## src/rtl/alu_pkg.sv

```systemverilog
// Shared ALU definitions: opcodes, default datapath width and the multiplier state encoding.
package alu_pkg;

    localparam logic [2:0] ALU_OP_ADD    = 3'b000;
    localparam logic [2:0] ALU_OP_SUB    = 3'b001;
    localparam int         DEFAULT_WIDTH = 16;

    typedef enum logic [1:0] {
        IDLE = 2'd0,
        EXAM = 2'd1,
        WAIT = 2'd2,
        RESP = 2'd3
    } state_t;

endpackage

```

## src/rtl/alu_mult_seq_if.sv

```systemverilog
// Host request/response and external-ALU signals of the sequential Booth multiplier.
interface alu_mult_seq_if #(
    parameter int WIDTH = 16
);
    logic             req_valid;
    logic             req_ready;
    logic [WIDTH-1:0] req_a;
    logic [WIDTH-1:0] req_b;
    logic             resp_valid;
    logic             resp_ready;
    logic [WIDTH-1:0] resp_result;
    logic             resp_err;
    logic             alu_start;
    logic [2:0]       alu_op;
    logic [WIDTH-1:0] alu_a;
    logic [WIDTH-1:0] alu_b;
    logic [WIDTH-1:0] alu_out;
    logic             alu_done;

    // environment side: host plus ALU
    modport master (
        output req_valid, req_a, req_b, resp_ready, alu_out, alu_done,
        input  req_ready, resp_valid, resp_result, resp_err,
               alu_start, alu_op, alu_a, alu_b
    );

    modport slave (
        input  req_valid, req_a, req_b, resp_ready, alu_out, alu_done,
        output req_ready, resp_valid, resp_result, resp_err,
               alu_start, alu_op, alu_a, alu_b
    );
endinterface

```

## src/rtl/alu_mult_seq.sv

```systemverilog
// Radix-2 Booth signed multiplier driving an external add/sub ALU, one multiplier bit per step.
// Latency: WIDTH + 2*K cycles with a one-cycle ALU (K = ALU requests); per-request ALU timeout flags resp_err.
// Backpressure: one operation in flight, req_ready only in IDLE; result held until resp_ready.
module alu_mult_seq
    import alu_pkg::*;
#(
    parameter int WIDTH   = DEFAULT_WIDTH,
    parameter int TIMEOUT = 8
) (
    input  logic          clk,
    input  logic          rst,
    alu_mult_seq_if.slave bus
);
    localparam int IW = (WIDTH > 1) ? $clog2(WIDTH) : 1;
    localparam int CW = (TIMEOUT > 1) ? $clog2(TIMEOUT + 1) : 1;
    localparam logic [IW-1:0] LAST_BIT = IW'(WIDTH - 1);
    localparam logic [CW-1:0] CNT_LAST = CW'(TIMEOUT - 1);

    state_t           state, state_nxt;
    logic [WIDTH-1:0] m, q, acc;
    logic             q_prev;
    logic [IW-1:0]    i;
    logic [CW-1:0]    cnt;
    logic             err;
    logic [1:0]       pair;
    logic             need_alu, last_bit, timeout;

    assign pair     = {q[i], q_prev};
    assign need_alu = pair[1] ^ pair[0];
    assign last_bit = (i == LAST_BIT);
    assign timeout  = (cnt == CNT_LAST) && !bus.alu_done;

    always_ff @(posedge clk or posedge rst) begin
        if (rst) state <= IDLE;
        else     state <= state_nxt;
    end

    always_comb begin
        state_nxt = state;
        unique case (state)
            IDLE: if (bus.req_valid) state_nxt = EXAM;
            EXAM: begin
                if (need_alu)      state_nxt = WAIT;
                else if (last_bit) state_nxt = RESP;
            end
            WAIT: begin
                if (bus.alu_done)  state_nxt = last_bit ? RESP : EXAM;
                else if (timeout)  state_nxt = RESP;
            end
            RESP: if (bus.resp_ready) state_nxt = IDLE;
            default: state_nxt = IDLE;
        endcase
    end

    always_comb begin
        bus.req_ready   = (state == IDLE);
        bus.resp_valid  = (state == RESP);
        bus.resp_result = (state == RESP) ? acc : '0;
        bus.resp_err    = (state == RESP) && err;
    end

    // Datapath; ALU operands only change when a new request is launched, so they hold through WAIT.
    always_ff @(posedge clk or posedge rst) begin
        if (rst) begin
            m             <= '0;
            q             <= '0;
            acc           <= '0;
            q_prev        <= 1'b0;
            i             <= '0;
            cnt           <= '0;
            err           <= 1'b0;
            bus.alu_start <= 1'b0;
            bus.alu_op    <= ALU_OP_ADD;
            bus.alu_a     <= '0;
            bus.alu_b     <= '0;
        end else begin
            bus.alu_start <= 1'b0;
            unique case (state)
                IDLE: begin
                    if (bus.req_valid) begin
                        m      <= bus.req_a;
                        q      <= bus.req_b;
                        q_prev <= 1'b0;
                        acc    <= '0;
                        i      <= '0;
                        err    <= 1'b0;
                    end
                end
                EXAM: begin
                    if (need_alu) begin
                        bus.alu_start <= 1'b1;
                        bus.alu_op    <= pair[1] ? ALU_OP_SUB : ALU_OP_ADD;
                        bus.alu_a     <= acc;
                        bus.alu_b     <= m << i;
                        cnt           <= '0;
                    end else begin
                        q_prev <= q[i];
                        i      <= i + 1'b1;
                    end
                end
                WAIT: begin
                    if (bus.alu_done) begin
                        acc    <= bus.alu_out;
                        q_prev <= q[i];
                        i      <= i + 1'b1;
                    end else if (timeout) begin
                        acc <= '0;
                        err <= 1'b1;
                    end else begin
                        cnt <= cnt + 1'b1;
                    end
                end
                default: ;
            endcase
        end
    end

endmodule
```

## src/flat_wrapper.sv

```systemverilog
// flat-port wrapper written by rule: the top's interface ports become plain ports
module alu_mult_seq_flat import alu_pkg::*;
#(
    parameter int WIDTH   = DEFAULT_WIDTH,
    parameter int TIMEOUT = 8
)
  (clk, rst, bus_req_valid, bus_req_a, bus_req_b, bus_resp_ready, bus_alu_out, bus_alu_done, bus_req_ready, bus_resp_valid, bus_resp_result, bus_resp_err, bus_alu_start, bus_alu_op, bus_alu_a, bus_alu_b);
  alu_mult_seq_if #(.WIDTH(WIDTH)) bus_i ();
  input  logic clk;
  input  logic rst;
  input wire logic [$bits(bus_i.req_valid)-1:0] bus_req_valid;
  input wire logic [$bits(bus_i.req_a)-1:0] bus_req_a;
  input wire logic [$bits(bus_i.req_b)-1:0] bus_req_b;
  input wire logic [$bits(bus_i.resp_ready)-1:0] bus_resp_ready;
  input wire logic [$bits(bus_i.alu_out)-1:0] bus_alu_out;
  input wire logic [$bits(bus_i.alu_done)-1:0] bus_alu_done;
  output wire logic [$bits(bus_i.req_ready)-1:0] bus_req_ready;
  output wire logic [$bits(bus_i.resp_valid)-1:0] bus_resp_valid;
  output wire logic [$bits(bus_i.resp_result)-1:0] bus_resp_result;
  output wire logic [$bits(bus_i.resp_err)-1:0] bus_resp_err;
  output wire logic [$bits(bus_i.alu_start)-1:0] bus_alu_start;
  output wire logic [$bits(bus_i.alu_op)-1:0] bus_alu_op;
  output wire logic [$bits(bus_i.alu_a)-1:0] bus_alu_a;
  output wire logic [$bits(bus_i.alu_b)-1:0] bus_alu_b;
  assign bus_i.req_valid = bus_req_valid;
  assign bus_i.req_a = bus_req_a;
  assign bus_i.req_b = bus_req_b;
  assign bus_i.resp_ready = bus_resp_ready;
  assign bus_i.alu_out = bus_alu_out;
  assign bus_i.alu_done = bus_alu_done;
  assign bus_req_ready = bus_i.req_ready;
  assign bus_resp_valid = bus_i.resp_valid;
  assign bus_resp_result = bus_i.resp_result;
  assign bus_resp_err = bus_i.resp_err;
  assign bus_alu_start = bus_i.alu_start;
  assign bus_alu_op = bus_i.alu_op;
  assign bus_alu_a = bus_i.alu_a;
  assign bus_alu_b = bus_i.alu_b;
  alu_mult_seq #(.WIDTH(WIDTH), .TIMEOUT(TIMEOUT)) u_core (.clk(clk), .rst(rst), .bus(bus_i));
endmodule
```

## config.mk

```make
export PLATFORM = sky130hd
export DESIGN_NAME = alu_mult_seq_flat
export DESIGN_NICKNAME = d
export VERILOG_FILES = /design/src/rtl/alu_pkg.sv /design/src/rtl/alu_mult_seq_if.sv /design/src/rtl/alu_mult_seq.sv /design/src/flat_wrapper.sv
export SDC_FILE = /design/constraint.sdc
export NUM_CORES = 1
export LEC_CHECK = 0
export CAP_MARGIN = 5
export CORE_UTILIZATION = 25
export DETAILED_ROUTE_END_ITERATION = 16
export PLACE_DENSITY = 0.46
export SYNTH_ARGS = -nofsm -noshare
export SYNTH_HDL_FRONTEND = slang
export SYNTH_SLANG_ARGS = --single-unit
```

## constraint.sdc

```tcl
create_clock -name clk -period 4.9 [get_ports clk]
set_input_delay 1.47 -clock clk [delete_from_list [all_inputs] [get_ports clk]]
set_output_delay 1.47 -clock clk [all_outputs]
set_load 0.01 [all_outputs]
```

After elaboration in Yosys (flattened, before gate mapping) --
Cells that the tools add are included. Widths: inputs -> output; s select.
Storage, ports and cells: register bits 96, latch bits 0, bits in writable memories 0, ROM bits 0, bits of input ports 53, memories kept 0
Cells by class: $add $sub $neg 2, multiply operators 0, div/mod/pow operators 0, order comparisons 1, eq/ne operators 15, shift-type cells 1, muxes and demuxes 33, bitwise operators 1, reduce and logical (&&, ||, !) cells 14
Operators with widths (count):
- $mux 16 | 4
- $pmux 16 s2 | 1
- $mux 4 | 6
- $reduce_and 4->1 | 4
- $shl 16x4->16 | 1
- $mux 2 | 7
- $ne 2x2->1 const B | 6
- $pmux 4 s3 | 1
- $mux 1 | 9
- $add 4x1->4 const B | 2
- $pmux 2 s4 | 1
- $pmux 4 s2 | 1
- $lt 4x5->1 const B | 1
- $bmux 1 s4 | 1
- $eq 2x2->1 const B | 2
- $eq 4x3->1 const B | 1
- $eq 4x4->1 const B | 1
- $ne 2x1->1 const B | 2
- $reduce_and 2->1 | 2
- $reduce_bool 2->1 | 2
- $ne 3x1->1 const B | 1
- $ne 3x2->1 const B | 1
- $pmux 1 s3 | 1
- $reduce_and 3->1 | 1
- 7 further kinds | 8

Logic depth before layout (Yosys ltp) --
word-level depth 5, gate-level depth with buffers 9

Worst setup path before layout --
OpenSTA, ideal clock, no wires.
path type flip-flop to output port, start reg u_core.state[0], end out bus_resp_err, data arrival time 1.133 ns, required time 3.430 ns, setup slack 2.297 ns, cell stages (with the launch flop) 4, path through dfrtp_1 -> ha_1 -> clkbuf_1 -> and2_1
On the way: longest elaborated chain between the ends 2
Ends and longest elaborated chain:
- start, declared | RTL line alu_mult_seq.sv:19 | state_t state, state_nxt;
- start signal, assigned | RTL line alu_mult_seq.sv:35 | else state <= state_nxt;
- $eq 2x2->1
- via bus_resp_valid | RTL line flat_wrapper.sv:18 | output wire logic [$bits(bus_i.resp_valid)-1:0] bus_resp_valid;
- $logic_and 1x1->1 | RTL line alu_mult_seq.sv:59 | bus.resp_err = (state == RESP) && err;
- end, declared | RTL line flat_wrapper.sv:20 | output wire logic [$bits(bus_i.resp_err)-1:0] bus_resp_err;
The timed path passes the listed nets, and every way through them passes these cells.

Final worst setup path --
start reg u_core.state[0], end out bus_resp_err
On the way: longest elaborated chain between the ends 2
Ends and longest elaborated chain (RTL line):
- $eq 2x2->1 | alu_mult_seq.sv:59
- $logic_and 1x1->1 | alu_mult_seq.sv:59
Every way passes these cells.

==> results.tsv <==
metric	value	unit
comb_power_share	0.493	
drt-met1-wl	5340	um
synth-simple-area-share	0.125	
avgSynthCellArea	11.1	um2
tightest_slew	1160	ps
route.met2.wl	5700	um
core_area	18600	um2
clk_latency	350	ps
synth.ff_latch_count	94	
ys_async_sr_fraction	1.00	
io_buffers	105	
fill_cells	1871	
leakage	0.00263	uW
num_rows	50	
yosysWarnings	0	
finalCritPeriodShare	0.748	
cp_max_fo	20	
cp.required	3430	ps
min-delay-path-class	reg -> reg	
grt_usage	0.124	
clkPwrFrac	0.172	
wl_met3	468	um
synth_xor_area_frac	0	
fmax	0.273	GHz
wire_per_inst	15.3	um
cts_tree	done	
cts-htree-levels	3	
max-slew-margin-rel	0.225	
synthDistinctLibCells	47	
highest_layer	met4	
dr.pass1.iters	4	
layout.nets	584	
cts-root-buf	clkbuf_16	
maxCapViolations	0	
synth_top_family_by_area	multiplexers	
hold_slack	478	ps
synthFlopType	dfrtp_1	
start_util	0.254	
finalSetupViolations	0	
cts_setup_buffers	0	
antennaDiodeCount	0	
maxSlewViolCount	0	
place_congestion	0.784	
netlist_instances	429	
io_pins	108	
wirelength	11700	um
synthMuxAreaShare	0.213	
synth_area	4740	um2
yosysSeqAreaShare	0.496	
cts_buffers	9	
cts.clk_slew.worst_paths	70	ps
grt_pass1_vias	3579	
dp_hpwl	8520	um
worst_setup_path_start_kind	flop	
clockBufferDepth	2	
cts_sinks	94	
synth_edf_count	0	
report.final.hold_viol_count	0	
layout-drive-gt1-share	0.144	
grt_pass1_wl	18800	um
endpoint_kind	output pin	
grt_max_degree	69	
vdd_drop_max	0.000243	V
rsz0062_at_grt	no	
via_per_inst	4.59	
power.share.sequential	0.335	
antenna_found_initial	0	
period_needed	3660	ps
intPower	2540	uW
status	complete, no violations	
drc	0	
tns	0	ps
postRouteAntennaNets	0	
cts_resized	0	
drt-initial-drc-count	134	
hold_buffers	0	
overflow	0	
final.setup_skew	6.41	ps
die_w	140	um
switching_power	1600	uW
power_density	656	nW/um2
via_count	3494	
synth_compound_area_frac	0.112	
die_area	19500	um2
arrival	2190	ps
path_class	reg -> out	
synth_adder_area_share	0.0185	
area_growth	32.9	%
die_h	140	um
swShare	0.386	
fin_total_pwr	4130	uW
placed cells by master (no fill, tap or decap), drive strengths merged, types with 7 or more instances in the layout:
cell           synthesis  final
inv                   12     14
and2                  21     21
mux2                  57     57
o21ai                 35     35
nor2                  17     17
mux2i                 20     20
clkdlybuf4s50          0    105
dfrtp                 94     94
clkbuf                17      9
a21oi                  9      9
nand3                  9      9
nand2                 55     55
a211oi                14     14
ha                     7      7
final cells by class:
class                   count  area, um2  share of cell area
clock buffers               9        225              0.0357
clock inverters             6       71.3              0.0113
inverters                  12       47.5             0.00754
multi-input cells         297       2230               0.353
flip-flops and latches     94       2350               0.373
well taps                 234        293              0.0464
repair buffers            110       1090               0.173
synth_stat cells (all sizes together) (2+ instances only):
| master | count | share of area |
|---|---|---|
| dfrtp | 94 | 0.50 |
| mux2 | 57 | 0.14 |
| nand2 | 55 | 0.044 |
| o21ai | 35 | 0.037 |
| and2 | 21 | 0.028 |
| mux2i | 20 | 0.049 |
| clkbuf | 17 | 0.013 |
| nor2 | 17 | 0.015 |
| a211oi | 14 | 0.023 |
| inv | 12 | 0.0095 |
| buf | 10 | 0.012 |
| a21oi | 9 | 0.0095 |
| nand3 | 9 | 0.0095 |
| ha | 7 | 0.018 |
| mux4 | 6 | 0.028 |
| nor2b | 6 | 0.0079 |
| o31ai | 6 | 0.0095 |
| a21o | 5 | 0.0079 |
| nor3 | 4 | 0.0066 |
| nand3b | 3 | 0.0047 |
| o22a | 3 | 0.0055 |
| a221o | 2 | 0.0042 |
| a31oi | 2 | 0.0026 |
| or3 | 2 | 0.0026 |
stage by stage:
step | setup WS [ps] | util | instance area (um2) | instances
4_1_cts | 1170 | 0.338 | 6300 | 762
3_5_place_dp | 1250 | 0.322 | 6010 | 747
2_1_floorplan | 981 | - | 4750 | 430
5_1_grt | 1090 | 0.338 | 6300 | 762
3_3_place_gp | 1340 | 0.322 | 6010 | 747
6_report | 1240 | 0.338 | 6300 | 762
routing by layer:
layer  vias up  track usage
met5         -            0
met4         0       0.0503
met3         9       0.0268
met2        67        0.202
met1      1718        0.159
li1       1700            -
sequential cells by signal (all words and copies together), names as in the netlist:
register	cells
u_core.bus.alu_a	16
u_core.acc	16
u_core.q_prev	1
u_core.cnt	4
u_core.bus.alu_b	16
u_core.i	4
u_core.bus.alu_start	1
u_core.q	16
u_core.m	16
u_core.state	2
u_core.err	1
u_core.bus.alu_op	1
power groups by stage:
stage / Combinational, uW / Sequential (uW) / Clock, uW
after floorplan: 1400 / 1360 / 0
after global placement: 2040 / 1380 / 0
after detailed placement: 2060 / 1400 / 0
after CTS: 2070 / 1390 / 742
after global routing: 2260 / 1430 / 774
final: 2040 / 1380 / 712
path summary, 6_finish.rpt:
| path | startpoint | endpoint | slack, ps | depth (start not counted) |
|---|---|---|---|---|
| max | u_core.state[0]$_DFFE_PP0P_ | bus_resp_err | 1240 | 3 |
| min | u_core.cnt[3]$_DFFE_PP0P_ | u_core.cnt[3]$_DFFE_PP0P_ | 480 | 1 |
| max reg2reg | u_core.i[1]$_DFFE_PP0P_ | u_core.bus.alu_b[11]$_DFFE_PP0P_ | 1730 | 7 |
| min reg2reg | u_core.cnt[3]$_DFFE_PP0P_ | u_core.cnt[3]$_DFFE_PP0P_ | 480 | 1 |
| max in group asynchronous | rst | u_core.bus.alu_a[15]$_DFFE_PP0P_ | 2500 | 3 |
| min in group asynchronous | rst | u_core.bus.alu_a[1]$_DFFE_PP0P_ | 1670 | 2 |
logic make-up (layout without fill, tap and decap cells):
logic type	Yosys count	count (layout)
compound gates	83	83
flops	94	94
fa+ha+maj	7	7
mux	83	83
other cells	1	2
buf+inv	39	137
simple gates	122	122
worst max-delay path: stages, from the launching register on:
cell             delay [ps]
dfrtp_1                 440
ha_1                    610
and2_1                  250
clkdlybuf4s50_1         540
Note: power is estimated with default switching activity, not from simulation.
